`config.mk`:
```
export PLATFORM = sky130hd
export DESIGN_NAME = feature_vector_packer
export DESIGN_NICKNAME = d
export VERILOG_FILES = /design/src/rtl/feature_vector_packer.sv
export SDC_FILE = /design/constraint.sdc
export NUM_CORES = 1
export LEC_CHECK = 0
export CORE_MARGIN = 2
export CORE_UTILIZATION = 56
export DETAILED_ROUTE_END_ITERATION = 16
export MAX_ROUTING_LAYER = met4
export PLACE_DENSITY_LB_ADDON = 0.25
export SLEW_MARGIN = 20
export SYNTH_ARGS = -nofsm -noshare
export SYNTH_HDL_FRONTEND = slang
export SYNTH_SLANG_ARGS = --single-unit
```
`constraint.sdc`:
```
create_clock -name clk -period 2.8 [get_ports clk]
set_input_delay 0.42 -clock clk [delete_from_list [all_inputs] [get_ports clk]]
set_output_delay 0.42 -clock clk [all_outputs]
set_load 0.02 [all_outputs]
```
`src/rtl/feature_vector_packer.sv`:
```
// feature_vector_packer
//   Serial-to-parallel front end for the regression output layer. Accepts one
//   signed activation per cycle over valid/ready, optionally clamps negatives
//   to zero (ReLU), packs N samples into one vector and presents it as a held
//   parallel bus with a one-cycle valid pulse. A gap counter keeps consecutive
//   pulses at least GAP+1 cycles apart; a vector completed too early is parked
//   in the fill bank (PEND) with ready_out low until it can be emitted.
//
// Ports
//   clk         rising-edge clock
//   reset       asynchronous, active-low; clears all state
//   valid_in    data_in/last_in valid this cycle
//   data_in     signed activation sample
//   last_in     sample ends the current vector early
//   ready_out   sample accepted this cycle when valid_in is also high
//   vector_out  packed vector, element 0 first, held between pulses
//   valid_out   one-cycle pulse: vector_out is new
//   short_out   qualified by valid_out: vector ended by last_in before N samples
module feature_vector_packer #(
  parameter int N    = 16,
  parameter int DW   = 16,
  parameter bit RELU = 1'b1,
  parameter int GAP  = 3
) (
  input  logic                         clk,
  input  logic                         reset,
  input  logic                         valid_in,
  input  logic signed [DW-1:0]         data_in,
  input  logic                         last_in,
  output logic                         ready_out,
  output logic signed [0:N-1][DW-1:0]  vector_out,
  output logic                         valid_out,
  output logic                         short_out
);

  localparam int IW = $clog2(N);
  localparam int GW = (GAP > 0) ? $clog2(GAP + 1) : 1;

  localparam logic [0:0] FILL = 1'b0;
  localparam logic [0:0] PEND = 1'b1;

  logic [0:0]              state;
  logic [IW-1:0]           idx;
  logic [GW-1:0]           gap_cnt;
  logic [0:N-1][DW-1:0]    fill;
  logic                    pend_short;

  logic [DW-1:0]           sample;
  logic                    accept;
  logic                    at_end;
  logic                    complete;
  logic                    gap_zero;
  logic                    emit;
  logic [0:N-1][DW-1:0]    done_vec;
  logic                    done_short;

  assign ready_out = (state == FILL);

  always_comb begin
    // ReLU is a pure sign-bit test; width and value otherwise untouched.
    sample     = (RELU && data_in[DW-1]) ? '0 : data_in;
    accept     = valid_in && (state == FILL);
    at_end     = (idx == IW'(N - 1));
    complete   = accept && (at_end || last_in);
    gap_zero   = (gap_cnt == '0);
    emit       = gap_zero && (complete || (state == PEND));
    // Unwritten entries are already zero: the bank is cleared on every
    // emission and on reset, so early termination needs no extra masking.
    done_vec   = fill;
    done_short = pend_short;
    if (state == FILL) begin
      done_vec[idx] = sample;
      done_short    = !at_end;
    end
  end

  always_ff @(posedge clk or negedge reset) begin
    if (!reset) begin
      state      <= FILL;
      idx        <= '0;
      gap_cnt    <= '0;
      fill       <= '0;
      pend_short <= 1'b0;
      vector_out <= '0;
      valid_out  <= 1'b0;
      short_out  <= 1'b0;
    end else begin
      valid_out <= emit;
      if (emit) begin
        gap_cnt    <= GW'(GAP);
        vector_out <= done_vec;
        short_out  <= done_short;
        fill       <= '0;
        idx        <= '0;
        state      <= FILL;
      end else begin
        if (!gap_zero) begin
          gap_cnt <= gap_cnt - 1'b1;
        end
        if (complete) begin
          // Completed while the gap is still running: park the vector.
          fill       <= done_vec;
          pend_short <= done_short;
          state      <= PEND;
        end else if (accept) begin
          fill[idx] <= sample;
          idx       <= idx + 1'b1;
        end
      end
    end
  end

endmodule

```
==> results.py, run 1 <==
metrics = {
    "outcome": {
        "status": "finished clean",
    },
    "critical_path": {
        "worst-r2r-cell-count": 6,
        "slowest_delay_ns": 0.48,
        "crit_slowest_cell": "and4b_2",
        "r2r-start": "idx[0]",
        "startpoint_type": "register",
        "worstPathRequired_ns": 3.29,
        "timing.rr.end": "fill[77]",
        "worst_ep_arrival_time_ns": 3.16,
        "path_cells": "ha_1 -> and4b_2 -> a211oi_4 -> buf_12 -> nand2_1 -> o221ai_1",
        "path_class": "reg2reg",
        "worstPathMaxFanout": 135,
        "r2r_slack_ns": 0.13,
        "cp-end-kind": "register",
    },
    "detailed_routing": {
        "wl_microns": 74600,
        "drt_pass1_iterations": 9,
        "route.vias.total": 20400,
        "avgViaCountPerCell": 6.38,
        "drt_iter0_markers": 2619,
        "drc": 0,
        "avgRoutedWirePerCell_microns": 23.3,
        "ant_nets": 0,
    },
    "logic_synthesis": {
        "synthCells": 2390,
        "syn_nets": 2415,
        "synth-edff-count": 0,
        "ys_seq_area_share_pct": 55.7,
        "synthDistinctLibCells": 56,
        "yosysWarnings": 0,
        "postSynth.asyncResetShare_pct": 100,
        "syn_area_sq_um": 23500,
        "synth_area_per_cell_sq_um": 9.81,
        "synth_ff_type": "dfrtp_1",
        "ys_ff_latch": 522,
    },
    "floorplan": {
        "core_sq_um": 41100,
        "die_area_sq_um": 43500,
        "die_width_microns": 209,
        "rows": 74,
        "ios": 279,
        "die_h_microns": 209,
        "initial_core_util_pct": 57.0,
    },
    "flow_run": {
        "drv_cap": 0,
    },
    "grt": {
        "grt_pass1_wl_microns": 116000,
        "antenna_found_initial": 2,
        "overflow": 0,
        "grtUsageTotal_pct": 35.4,
        "grt_pass1_vias": 19700,
        "grt_max_degree": 136,
    },
    "placement": {
        "dp_cells": 3098,
        "routabilityCongestion": 0.901,
        "place_hpwl_microns": 49700,
        "portBuffers": 278,
        "placed_area_sq_um": 27300,
    },
    "power": {
        "p_leak_uw": 0.0122,
        "power.total_uw": 25300,
        "worst_ir_drop_vdd_mv": 0.623,
        "powerDensity_nw_per_um2": 867,
    },
    "cts": {
        "hold_buffers": 1,
        "numCtsBuffers": 53,
        "clk_pin_slew_ns": 0.06,
        "cts.root.buffer_cell": "clkbuf_16",
        "ctsHtreeMaxLevel": 2,
        "clockBufferDepth": 3,
        "cts_tree": "built",
        "clock-sinks": 522,
        "clk_latency_ns": 0.61,
        "post_cts_buffers": 0,
        "cts_resized": 0,
    },
    "sta": {
        "setup_viol": 0,
        "maxSlewHeadroom_pct": 47.7,
        "rsz0062_at_grt": "false",
        "min_period_ns": 2.67,
        "skew_ns": 0.0142,
        "fmax_mhz": 374,
        "fin_crit_sh_pct": 95.4,
        "worst_pin_slew_ns": 0.785,
        "final-hold-violation-count": 0,
        "finalMaxSlewViolations": 0,
        "fin_tns_setup_ns": 0,
    },
    "finish": {
        "instances_no_fill": 3197,
        "syn2layout_area_growth_pct": 24.5,
        "drive_gt1_share_pct": 10.1,
        "nets": 2647,
        "final_cell_area_sq_um": 29200,
    },
    "worst_hold_path": {
        "hold-path-cell-count": 4,
        "min_from": "valid_in",
        "hold_class": "in2reg",
        "holdPathEnd": "idx[0]",
    },
}
==> metrics by stage <==
stage          setup WS, ns  utilization, %  hold slack [ns]
4_1_cts               0.213            71.0            0.314
3_5_place_dp          0.249            66.4            0.468
5_1_grt             0.00285            71.0            0.345
3_3_place_gp          0.280            66.4            0.461
6_report              0.128            71.0            0.329
2_1_floorplan         0.704               -            0.124
==> layout by cell type (no fill, tap or decap), types with 18 or more instances in the layout <==
master,Yosys,final
a21oi_1,169,169
a221o_1,60,60
a32oi_1,120,120
and3_1,22,22
buf_12,0,26
buf_4,8,123
clkbuf_16,0,55
clkdlybuf4s50_1,0,276
dfrtp_1,522,522
mux2i_1,76,76
nand2_1,335,335
nand2b_1,21,21
nand3_1,31,31
nor2_1,235,234
nor2b_1,18,18
o211ai_1,19,19
o21ai_0,377,377
o21ai_1,21,21
==> worst max-delay path by stage <==
stage	startpoint	to	depth (start not counted)
6_report	idx[0]	fill[77]	6
5_1_grt	idx[2]	fill[85]	5
4_1_cts	idx[2]	fill[85]	5
3_5_place_dp	data_in[15]	fill[52]	7
3_3_place_gp	data_in[15]	fill[116]	7
2_1_floorplan	idx[0]	fill[229]	9
==> layer usage <==
metal	part of all wire, %	vias up	global-route usage [%]
li1	-	8980	-
met1	40	10000	47.3
met2	45	1158	52.3
met3	9.6	266	7.12
met4	5.2	0	16.8
met5	0	-	-
==> worst max-delay path: cells and delay by family, from the launching register on <==
kind                       cells  cell delay, ns
adders and majority gates      1            0.24
DFF                            1            0.44
buffers and inverters          1            0.42
AOI/OAI and AO/OA              2            0.60
and+or+nand+nor                2            0.62
==> sequential cells by signal, indices dropped and copies added (netlist names) <==
signal and count:
pend_short 1, vector_out 256, fill 256, short_out 1
state 1, idx 4, gap_cnt 2, valid_out 1
==> power by group <==
part / switching, uW / total (uW) / internal, uW
clock network: 3070 / 7590 / 4520
logic: 5170 / 8140 / 2970
registers: 790 / 9570 / 8780
total: 9030 / 25300 / 16300
==> final cells by class <==
type | count | area, sq um
inverters | 7 | 26.3
diodes | 2 | 5.00
flip-flops and latches | 522 | 13100
well taps | 532 | 666
clock inverters | 26 | 364
multi-input cells | 1610 | 9330
repair buffers | 428 | 4240
clock buffers | 70 | 1500
fillers | 3027 | 11900
==> synthesized netlist by cell type, drive strengths merged (2+ instances only) <==
cell	instances	area share, %
nand4	6	0.16
nor3	2	0.064
a32oi	120	4.5
buf	98	2.4
or3	2	0.053
a21o	6	0.19
a221o	60	2.6
o221ai	15	0.56
o211ai	19	0.61
nand2	335	5.4
nand4b	4	0.15
ha	5	0.27
a2111oi	15	1.6
dfrtp	522	56
o2bb2ai	12	0.45
clkbuf	153	2.4
mux2i	76	3.2
mux2	2	0.096
nor2b	18	0.48
a211oi	2	0.085
nor2	236	3.8
nand3	31	0.66
nand4bb	5	0.24
nor4b	3	0.11
and3	22	0.59
and4	4	0.15
a31oi	2	0.053
inv	7	0.11
o21ai	399	8.5
and2	4	0.11
a21oi	169	3.6
nand2b	21	0.56
==> cells by family after synthesis <==
family | share of synthesized area (%)
flip-flops | 55.7
multiplexers | 3.34
AND/OR/NAND/NOR | 12.8
AO/OA/AOI/OAI | 23.0
buffers and inverters | 4.94
adder cells (fa/ha/maj) | 0.267
Note: power is estimated with default switching activity, not from simulation.
==> inputs of run 2 (changes only) <==
ABC_CLOCK_PERIOD_IN_PS = 2800   (was not set)
==> results of run 2 <==
No change in the layout: final DEF, timing and power equal those of run 1.
